$ cat config.mk
export PLATFORM = sky130hd
export DESIGN_NAME = ctrl_debounce
export DESIGN_NICKNAME = d
export VERILOG_FILES = /design/src/rtl/ctrl_pkg.sv /design/src/rtl/ctrl_sync.sv /design/src/rtl/ctrl_debounce.sv
export SDC_FILE = /design/constraint.sdc
export NUM_CORES = 1
export LEC_CHECK = 0
export ABC_AREA = 1
export BUFFER_PORTS_ARGS = -buffer_cell sky130_fd_sc_hd__buf_2
export CORE_AREA = 2 2 39 41
export CTS_BUF_LIST = sky130_fd_sc_hd__clkbuf_2 sky130_fd_sc_hd__clkbuf_4 sky130_fd_sc_hd__clkbuf_8
export DETAILED_ROUTE_END_ITERATION = 10
export DIE_AREA = 0 0 41 43
export PLACE_DENSITY = 0.54
export SETUP_SLACK_MARGIN = 0.4
export SLEW_MARGIN = 20
export SYNTH_ARGS = -nofsm -noshare
export SYNTH_HDL_FRONTEND = slang
export SYNTH_HIERARCHICAL = 1
export SYNTH_SLANG_ARGS = --single-unit
$ cat constraint.sdc
create_clock -name clk -period 2.1 [get_ports clk]
set_clock_uncertainty 0.2 [all_clocks]
set_input_delay 0.105 -clock clk [delete_from_list [all_inputs] [get_ports clk]]
set_output_delay 0.105 -clock clk [all_outputs]
set_load 0.005 [all_outputs]
$ cat src/rtl/ctrl_pkg.sv
// ctrl_pkg: shared state type and default parameters for the control-input conditioning blocks.
package ctrl_pkg;
    typedef enum logic {DB_IDLE, DB_PEND} db_state_t;
    localparam int CTRL_SYNC_STAGES_DEF   = 2;
    localparam int CTRL_STABLE_CYCLES_DEF = 16;
endpackage

$ cat src/rtl/ctrl_sync.sv
// ctrl_sync: plain flop-chain synchronizer for one asynchronous bit, reset to RESET_LEVEL.
module ctrl_sync #(
    parameter int   SYNC_STAGES = 2,
    parameter logic RESET_LEVEL = 1'b0
) (
    input  logic clk,
    input  logic rst,
    input  logic d,
    output logic q
);
    logic [SYNC_STAGES-1:0] r;
    always_ff @(posedge clk or posedge rst)
        if (rst) r <= {SYNC_STAGES{RESET_LEVEL}};
        else     r <= {r[SYNC_STAGES-2:0], d};
    assign q = r[SYNC_STAGES-1];
endmodule

$ cat src/rtl/ctrl_debounce.sv
// ctrl_debounce: synchronizes and debounces a raw control bit into a clean level plus edge pulses.
// Edge pulses are built only when CTRL_DEBOUNCE_PULSE_EN is defined; otherwise rise/fall are tied low.
module ctrl_debounce
    import ctrl_pkg::*;
#(
    parameter int   SYNC_STAGES   = CTRL_SYNC_STAGES_DEF,
    parameter int   STABLE_CYCLES = CTRL_STABLE_CYCLES_DEF,
    parameter logic RESET_LEVEL   = 1'b0
) (
    input  logic clk,
    input  logic rst,
    input  logic in_raw,
    output logic out,
    output logic rise,
    output logic fall,
    output logic busy
);
    localparam int CW = $clog2(STABLE_CYCLES + 1);
    logic          sync_q;
    logic          flip;
    db_state_t     state, state_d;
    logic [CW-1:0] cnt, cnt_d;
    ctrl_sync #(.SYNC_STAGES(SYNC_STAGES), .RESET_LEVEL(RESET_LEVEL)) u_sync (
        .clk (clk),
        .rst (rst),
        .d   (in_raw),
        .q   (sync_q)
    );
    // cnt counts consecutive cycles sync_q has differed from out; any agreement restarts it
    always_comb begin
        state_d = DB_IDLE;
        cnt_d   = '0;
        flip    = 1'b0;
        if (sync_q != out) begin
            if (state == DB_IDLE && STABLE_CYCLES == 1)
                flip = 1'b1;
            else if (state == DB_IDLE) begin
                state_d = DB_PEND;
                cnt_d   = CW'(1);
            end else if (cnt == CW'(STABLE_CYCLES - 1))
                flip = 1'b1;
            else begin
                state_d = DB_PEND;
                cnt_d   = cnt + CW'(1);
            end
        end
    end
    always_ff @(posedge clk or posedge rst)
        if (rst) begin
            state <= DB_IDLE;
            cnt   <= '0;
            out   <= RESET_LEVEL;
        end else begin
            state <= state_d;
            cnt   <= cnt_d;
            out   <= out ^ flip;
        end
    assign busy = state == DB_PEND;
`ifdef CTRL_DEBOUNCE_PULSE_EN
    always_ff @(posedge clk or posedge rst)
        if (rst) begin
            rise <= 1'b0;
            fall <= 1'b0;
        end else begin
            rise <= flip & ~out;
            fall <= flip & out;
        end
`else
    assign rise = 1'b0;
    assign fall = 1'b0;
`endif
endmodule
* Word level (Yosys, flattened, before mapping)
Index checks and enable logic that the tools add are counted.
Word-level totals: logic and storage cells 17, input bits 3, flip-flop bits (word level) 9, output and inout port bits 4
Cells by class: eq/ne operators 2, add/subtract/negate cells 1, bitwise logic cells 1, multiplexer cells 9
Operator list (count):
- two-way mux 5 bit | 3
- two-way mux 1 bit | 6
- adder 5 x 1 -> 5 bit, second input constant | 1
- == test 5 x 4 -> 1 bit, second input constant | 1
- inequality test 1 bit | 1
- XOR 1 bit | 1

* Longest topological paths before layout
Gate-level depths: netlist (run 1).
depth in word-level cells 5, gate-level depth with buffers 6, depth with buffers taken out 6

* Hierarchy
The synthesis (run 1) kept the hierarchy.
Modules (own cells, without submodules):
- ctrl_debounce | seq. area each 175.2 um2, cells an instance 44, instances 1, area each 359.1 um2
- ctrl_sync | seq. area each 50.0 um2, cells an instance 3, instances 1, area each 53.8 um2

* Worst setup path after synthesis (run 1)
Ideal clock, no wire load.
path type flip-flop to flip-flop, start register cnt[0], end register with a tool-made name, cell stages (with the launch flop) 7, clock period less this slack 1.216 ns, arrival 0.899 ns, data required time 1.783 ns, library setup time 0.117 ns, slack 0.884 ns, path buffers 0, cells stage by stage dfrtp_1 > ha_1 > nand2_2 > nor2_4 > nand3_2 > nand2_1 > nand2_1
RTL lines:
- start, declared | RTL line ctrl_debounce.sv:22 | logic [CW-1:0] cnt, cnt_d;
- start signal, assigned | RTL line ctrl_debounce.sv:55 | cnt <= cnt_d;

* Worst setup path after layout (run 1)
start register cnt[0], end register cnt[0]
On the way: longest elaborated chain between the ends 4, elaborated cells between the ends (all ways) 5, those cells by class 1 x add/sub; 1 x eq/ne; 3 x mux
Ends and longest elaborated chain:
- adder 5 x 1 -> 5 bit / == test 5 x 4 -> 1 bit (equally long branches) | RTL line ctrl_debounce.sv:44, ctrl_debounce.sv:40
- two-way mux 5 bit (*) | RTL line ctrl_debounce.sv:40 | end else if (cnt == CW'(STABLE_CYCLES - 1))
- two-way mux 5 bit (*) | RTL line ctrl_debounce.sv:37 | else if (state == DB_IDLE) begin
- two-way mux 5 bit (*) | RTL line ctrl_debounce.sv:34 | if (sync_q != out) begin
- net cnt_d[0] | RTL line ctrl_debounce.sv:22
The timed path passes the listed nets; every way through them passes the cells marked *.

==> summary.md, run 1 <==
| Metric | Value |
|---|---|
| Maxcap violations | 0 |
| RSZ-0062 raised after global routing | no |
| Pwr Total | 347.1 uW |
| Largest net degree at the start of global routing | 8 |
| Final min period | 1.315 ns |
| CTS Sinks | 9 |
| HPWL Detailed | 469.6 um |
| CP startpoint kind | flop |
| Post-Syn Instances | 47 |
| Fmax | 0.7607 GHz |
| Fillers | 146 |
| Initial antenna violation count | 0 |
| P&R area growth vs syn | 19.09% |
| Int Power | 273.4 uW |
| Die area | 1763 um2 |
| CTS tree | yes |
| Sw Ratio | 21.22% |
| Main synth FF type | dfrtp_1 |
| Largest family of logic cells by synthesized area | simple AND/OR/NAND/NOR gates |
| Clk pwr share | 41.2% |
| Reg clk slew, reported paths | 0.06 ns |
| CP Data Required Time | 2.05 ns |
| Worst-path cell chain | ha_1, nand2_2, nor2_4, nand3_2, nand2_2, nor2_1 |
| Total number of vias | 294 |
| First DRT Iteration DRCs | 3 |
| First-pass GRT wire length | 1.166 mm |
| Setup Buffers After CTS | 0 |
| RePlAce Congestion | 0.7929 |
| DR pass1 iterations | 3 |
| Critical path peak fanout | 4 |
| Power share of the sequential group | 53.0% |
| Core ar. | 1384 um2 |
| Worst skew pair latency | 0.25 ns |
| Setup violators final | 0 |
| Setup WS pre-CTS | 0.7966 ns |
| Clock tree root buffer cell | clkbuf_4 |
| Sequential fraction of the synthesis area | 54.55% |
| Crit path buf inv count | 0 |
| CTS max path bufs | 2 |
| Total congestion overflow | 0 |
| Compound-cell area share of the yosys netlist | 0% |
| I/O pins | 7 |
| Yosys reg bits | 9 |
| Largest area contributor in the netlist | dfrtp_1 |
| FFs w/ async S/R, synth | 100.0% |
| Core Rows | 14 |
| Arrival @ worst endpoint | 1.27 ns |
| Vias/cell | 4.083 |
| Drc violations | 0 |
| Yosys warns | 6 |
| Post-DRT Antenna Nets | 0 |
| Post-route clock period utilization | 62.60% |
| Drt wl/cell | 8.444 um |
| Avg Inst Size Synth | 8.785 um2 |
| Post-Syn Area | 412.9 um2 |
| Most frequent CP cell | nand2_2 |
| Resized cells post-CTS | 0 |
| Starting Density | 29.84% |
| Leakage power | 0.0002653 uW |
| Crit path kind | reg2reg |
| Slowest cell on crit path | dfrtp_1 |
| Synth Area in Simple Gates | 28.79% |
| CP max stage delay | 0.39 ns |
| Combinational power share | 5.8% |
| Post-synthesis mux area share | 0% |
| Hold buffers post-CTS | 2 |
| TNS Setup | 0 ns |
| Die height | 43 um |
| CTS buffer count | 3 |
| Ant diodes | 0 |
| H-tree depth reported by CTS | 1 |
| Adder-cell share of the synthesized area | 3.030% |
| Top-area cell type share of the netlist area | 54.55% |
| Vias in the first global route | 292 |
| Number of flops mapped to enable cells by yosys | 0 |
| Synth unique cells | 13 |
| Pins over their slew limit | 0 |
| Die width | 41 um |
| WL final | 608 um |
| CP endpoint kind | flop |
| Post-Synth XOR/XNOR Area | 0% |
| Port bufs | 4 |
| Hold Crit Class | in2async |
| Finished Core Util | 35.53% |
| PD cells | 705.8 nW/um2 |
| Final #Nets | 61 |
| Tot GR Track Use | 10.59% |
| Peak supply drop | 283.9 uV |
| Share of layout cells above drive strength 1 | 21.43% |
| Final WS setup | 0.7855 ns |
| Synth area leaders | dfrtp_1 55%, inv_1 9.1%, nand2_1 9.1% |
| Worst path top cell family by delay | simple AND/OR/NAND/NOR gates |
| Synth cell count leaders | 10 x inv_1, 10 x nand2_1, 9 x dfrtp_1, 4 x nor2_1 |
| Sw power | 73.64 uW |
| Status | finished clean |
| Fin. Hold Viols | 0 |
[metrics by stage]
stage | hold slack (ns) | std cells | cell area [um2]
global route | 0.05298 | 72 | 491.7
CTS | 0.03549 | 72 | 491.7
floorplan | -0.3538 | 48 | 416.7
global placement | -0.2341 | 66 | 441.7
finish | 0.04764 | 72 | 491.7
detailed placement | -0.2327 | 66 | 441.7
[cells in the final DEF, fill, tap and decap left out, drive strengths merged]
cell,instances
nor3,2
nand2,12
nand3,3
nand4,2
nor2,5
conb,2
dlygate4sd3,2
dfrtp,9
ha,1
buf,4
inv,10
clkbuf,4
[routing by layer]
| metal | up-vias | part of all wire (%) | track usage, % |
|---|---|---|---|
| met5 | - | 0 | 0 |
| li1 | 155 | - | - |
| met4 | 0 | 2.0 | 10.00 |
| met3 | 2 | 2.5 | 3.141 |
| met1 | 134 | 48 | 12.79 |
| met2 | 3 | 47 | 14.06 |
[logic make-up (layout without fill, tap and decap cells)]
kind of cell,Yosys count,count (layout)
other,1,2
buffers and inverters,12,20
AND/OR/NAND/NOR,24,24
adder cells (fa/ha/maj),1,1
flip-flops,9,9
[path summary, 6_finish.rpt]
| kind | start | endpoint | slack (ns) | cells past startpoint |
|---|---|---|---|---|
| hold reg to reg | u_sync/r[0] | u_sync/r[1] | 0.15 | 0 |
| setup / recovery | cnt[0] | cnt[0] | 0.79 | 6 |
| min in group clk | u_sync/r[0] | u_sync/r[1] | 0.15 | 0 |
| setup reg to reg | cnt[0] | cnt[0] | 0.79 | 6 |
| max in group asynchronous | rst | asynchronous set/reset pin | 1.36 | 3 |
| hold / removal | rst | u_sync/r[0] | 0.05 | 3 |
[worst reg2reg max path, delay by kind of cell (launching register included)]
kind,cells,cell delay [ns]
AND/OR/NAND/NOR,5,0.41
adder cells (fa/ha/maj),1,0.21
flip-flops,1,0.39
[cell type report]
type	count	area (um2)	area share (%)
Multi-Input combinational cell	27	138.9	28.24
Sequential cell	9	225.2	45.80
Tap cell	16	20.02	4.071
Inverter	10	37.54	7.634
Clock buffer	4	30.03	6.107
Timing Repair Buffer	6	40.04	8.142
[power groups by stage]
| stage | Combinational (uW) | Sequential, uW | Clock [uW] |
|---|---|---|---|
| finish | 20.1 | 184 | 143 |
| CTS | 20.5 | 184 | 151 |
| global route | 24.3 | 185 | 164 |
| floorplan | 14.7 | 186 | 0 |
| detailed placement | 17.6 | 187 | 0 |
| global placement | 17.4 | 187 | 0 |
Note: power is estimated with default switching activity, not from simulation.
==> inputs of run 2 (changes only) <==
Settings changed: PLACE_DENSITY 0.54 to 0.56.
Clock period 2.1 ns to 1.2 ns, I/O delays scaled along.
==> summary.md, run 2 (synthesis gave the netlist of run 1 again) <==
| Metric | Value |
|---|---|
| First DRT Iteration DRCs | 0 |
| DR pass1 iterations | 1 |
| Fmax | 0.7953 GHz |
| Initial antenna violation count | 0 |
| Peak supply drop | 573.4 uV |
| Arrival @ worst endpoint | 1.21 ns |
| Die height | 43 um |
| Drc violations | 0 |
| Critical path peak fanout | 4 |
| Largest net degree at the start of global routing | 8 |
| Port bufs | 4 |
| Reg-to-reg slack, setup | -0.06 ns |
| RSZ-0062 raised after global routing | yes |
| HPWL Detailed | 470.6 um |
| RePlAce Congestion | 0.7046 |
| TNS Setup | -0.2760 ns |
| Final #Nets | 67 |
| WL final | 723 um |
| Core ar. | 1384 um2 |
| CP startpoint kind | flop |
| Final min period | 1.257 ns |
| Share of layout cells above drive strength 1 | 40.32% |
| Reg clk slew, reported paths | 0.07 ns |
| Die width | 41 um |
| Vias in the first global route | 313 |
| Status | finished with violations |
| Clock tree root buffer cell | clkbuf_4 |
| Final WS setup | -0.05741 ns |
| PD cells | 1122 nW/um2 |
| Drt wl/cell | 9.269 um |
| I/O pins | 7 |
| Maxcap violations | 0 |
| Pins over their slew limit | 0 |
| Commonest cells after routing, fill and taps aside | 10 x inv_1, 8 x nand2_1, 8 x dfrtp_1, 6 x buf_4 |
| First-pass GRT wire length | 1.138 mm |
| Crit path kind | reg2reg |
| Leakage power | 0.0002977 uW |
| Die area | 1763 um2 |
| Setup violators final | 6 |
| H-tree depth reported by CTS | 1 |
| Worst skew pair latency | 0.26 ns |
| Total congestion overflow | 0 |
| Total number of vias | 317 |
| CTS Sinks | 9 |
| CTS buffer count | 3 |
| Ant diodes | 0 |
| CTS max path bufs | 2 |
| Starting Density | 29.84% |
| Fin. Hold Viols | 0 |
| Tot GR Track Use | 10.35% |
| CTS tree | yes |
| Post-DRT Antenna Nets | 0 |
| CP endpoint kind | flop |
| Violated checks | setup timing |
| CP Data Required Time | 1.15 ns |
| Finished Core Util | 40.96% |
| Commonest non-fill, non-tap cell in the layout | inv_1 |
| Hold Crit Class | in2async |
| Vias/cell | 4.064 |
| Core Rows | 14 |
| Post-route clock period utilization | 104.8% |
| P&R area growth vs syn | 37.27% |
==> run 2: changes by cell type in the layout (fill, tap and decap cells not counted), moves of 2 or more <==
cell,change
buf_4,+6
nand2_1,-2
nand2_2,+2
nor3_1,-2
nor3_2,+2
==> run 2: layer usage <==
metal	vias to the layer above	global-route usage, %	wire (um)
li1	166	-	-
met1	145	12.71	335
met2	4	13.44	362
met3	2	1.571	14
met4	0	12.00	12
met5	-	0	0
==> run 2: cell type report <==
| class | count | area, um2 |
|---|---|---|
| fill | 138 | 817.0 |
| sequential | 9 | 226.5 |
| multi-input combinational | 27 | 161.4 |
| timing repair buffer | 12 | 91.34 |
| inverter | 10 | 37.54 |
| clock buffer | 4 | 30.03 |
| tap | 16 | 20.02 |
==> run 2: final timing paths <==
kind,from,to,cells past startpoint
worst max-delay path,cnt[1],flop,6
worst min-delay path,rst,u_sync/r[0],3
worst max register to register,cnt[1],flop,6
worst min register to register,u_sync/r[0],u_sync/r[1],0
max in group asynchronous,rst,busy,3
min in group clk,u_sync/r[0],u_sync/r[1],0
==> run 2: power breakdown <==
| part | internal (uW) | switching (uW) | leakage [uW] |
|---|---|---|---|
| Combinational | 29.3 | 29.1 | 0.000164 |
| Clock | 151 | 107 | 0.0000184 |
| Sequential | 313 | 6.09 | 0.000116 |
==> run 2: worst max-delay path, cell delays in order (launching register included) <==
cell and delay, ns:
dfrtp_1 0.36, ha_2 0.19, nand2_2 0.07, nor2_4 0.12
nand3_2 0.09, nand2_1 0.07, nand2_1 0.04
==> run 2: per-stage QoR <==
step	setup slack [ns]	instance area [um2]	hold WS (ns)	total power [uW]	std cells
6_report	-0.05741	566.8	0.01187	635.8	78
3_5_place_dp	-0.05916	456.7	-0.2795	364.0	68
5_1_grt	-0.1184	566.8	0.01758	653.6	78
4_1_cts	-0.05912	540.5	-0.009933	630.0	76
2_1_floorplan	-0.01631	416.7	-0.3988	351.5	48
3_3_place_gp	-0.05714	456.7	-0.2798	363.3	68
==> run 2: repair_timing <==
item	in CTS	in global routing
endpoints found under the hold margin	10	0
gates resized for setup	6	2
hold buffers	2	0
setup endpoints to repair	9	9
setup buffers	2	2
pin swaps	4	2
==> inputs of run 3 (changes only) <==
--- a/config.mk
+++ b/config.mk
@@ -8,3 +8,3 @@
 export ABC_AREA = 1
-export BUFFER_PORTS_ARGS = -buffer_cell sky130_fd_sc_hd__buf_2
+export BUFFER_PORTS_ARGS = -buffer_cell sky130_fd_sc_hd__buf_4
 export CORE_AREA = 2 2 39 41
--- a/constraint.sdc
+++ b/constraint.sdc
@@ -4,2 +4,2 @@
 set_output_delay 0.06 -clock clk [all_outputs]
-set_load 0.005 [all_outputs]
+set_load 0.01 [all_outputs]
==> summary.md, run 3 (synthesis gave the netlist of run 1 again) <==
| Metric | Value |
|---|---|
| H-tree depth reported by CTS | 1 |
| Peak supply drop | 532.2 uV |
| Pins over their slew limit | 0 |
| CP startpoint kind | flop |
| Maxcap violations | 0 |
| Violated checks | setup timing |
| Final #Nets | 67 |
| CTS buffer count | 3 |
| RR Endpoint | cnt[1] |
| TNS Setup | -0.2593 ns |
| Fmax | 0.7958 GHz |
| CTS max path bufs | 2 |
| Leakage power | 0.0002933 uW |
| Commonest cells after routing, fill and taps aside | 9 x inv_1, 9 x nand2_1, 9 x buf_4, 8 x dfrtp_1 |
| Vias in the first global route | 340 |
| Initial antenna violation count | 0 |
| Crit Reg-Reg Startpoint | cnt[0] |
| Share of layout cells above drive strength 1 | 38.71% |
| Vias/cell | 4.192 |
| Post-DRT Antenna Nets | 0 |
| Hold Crit Class | in2async |
| Final WS setup | -0.05654 ns |
| Drt wl/cell | 9.077 um |
| Die width | 41 um |
| P&R area growth vs syn | 38.18% |
| Ant diodes | 0 |
| Pwr Total | 635.9 uW |
| Worst skew pair latency | 0.26 ns |
| Reg clk slew, reported paths | 0.06 ns |
| DR pass1 iterations | 2 |
| Final min period | 1.257 ns |
| First DRT Iteration DRCs | 1 |
| Total congestion overflow | 0 |
| Drc violations | 0 |
| Core ar. | 1384 um2 |
| Grt met1 use | 14.86% |
| Met3 GRT Util | 1.571% |
| Placed cell count | 68 |
| GR Util met2 | 16.88% |
| HPWL Detailed | 512.3 um |
| RePlAce Congestion | 0.7070 |
| CTS Sinks | 9 |
| Busiest layer in global routing | met2 |
| Non-filler instance count after layout | 78 |
| R2r worst-path depth | 6 |
| Finished Core Util | 41.23% |
| WL final | 708 um |
| Die area | 1763 um2 |
| I/O pins | 7 |
| Clock tree root buffer cell | clkbuf_4 |
| First-pass GRT wire length | 1.359 mm |
| CTS tree | yes |
| Crit path kind | reg2reg |
| Largest net degree at the start of global routing | 8 |
| PD cells | 1115 nW/um2 |
| Tot GR Track Use | 12.13% |
| Post-route clock period utilization | 104.7% |
| Critical path peak fanout | 4 |
| Slowest cell on crit path | dfrtp_1 |
| CP max stage delay | 0.35 ns |
| Status | finished with violations |
| CP endpoint kind | flop |
| RSZ-0062 raised after global routing | yes |
| Arrival @ worst endpoint | 1.21 ns |
| Reg-to-reg slack, setup | -0.06 ns |
| CP Data Required Time | 1.15 ns |
| Worst-path cell chain | ha_2, nand2_2, nor2_4, nand2_1, nand3_2, nor2_1 |
| Fin. Hold Viols | 0 |
| Hold WS | 0.01850 ns |
| Port bufs | 4 |
| Die height | 43 um |
| Starting Density | 29.84% |
| Core Rows | 14 |
| Total number of vias | 327 |
| Setup violators final | 5 |
## run 3: timing repair
action,CTS,global route
cloned,0,0
setup endpoints to repair,9,10
hold buffers,2,0
setup buffers,3,1
hold endpoints to repair,10,0
resized for setup,5,2
pin swaps,1,1
## run 3: critical path, delay by kind of cell (launching register included)
kind / cells / cell delay [ns]
and+or+nand+nor: 5 / 0.41
adders and majority gates: 1 / 0.19
DFF: 1 / 0.35
## run 3: where the power goes
part / internal (uW) / switching [uW] / total (uW)
registers: 313 / 5.95 / 319
clock network: 150 / 102 / 252
logic: 33.2 / 31.3 / 64.5
## run 3: layout make-up
| type | instances | area, um2 |
|---|---|---|
| timing repair buffer | 12 | 98.84 |
| clock buffer | 4 | 30.03 |
| tap | 16 | 20.02 |
| inverter | 10 | 41.29 |
| sequential | 9 | 226.5 |
| multi-input combinational | 27 | 153.9 |
| fill | 144 | 813.3 |
## run 3: worst max path at each step
stage                  end  startpoint
CTS                   flop      cnt[0]
floorplan             flop      cnt[0]
finish              cnt[1]      cnt[0]
global route        cnt[3]      cnt[0]
global placement    cnt[0]      cnt[0]
detailed placement  cnt[1]      cnt[0]
## run 3: layer usage
metal | vias to the layer above | routed length (um)
li1 | 168 | -
met1 | 153 | 309
met2 | 4 | 369
met3 | 2 | 18
met4 | 0 | 10
met5 | - | 0
## run 3: stage by stage
| step | worst slack (ns) | area [um2] |
|---|---|---|
| floorplan | -0.01895 | 416.7 |
| global placement | -0.05846 | 466.7 |
| detailed placement | -0.06382 | 466.7 |
| CTS | -0.05523 | 554.3 |
| global route | -0.1416 | 570.5 |
| finish | -0.05654 | 570.5 |
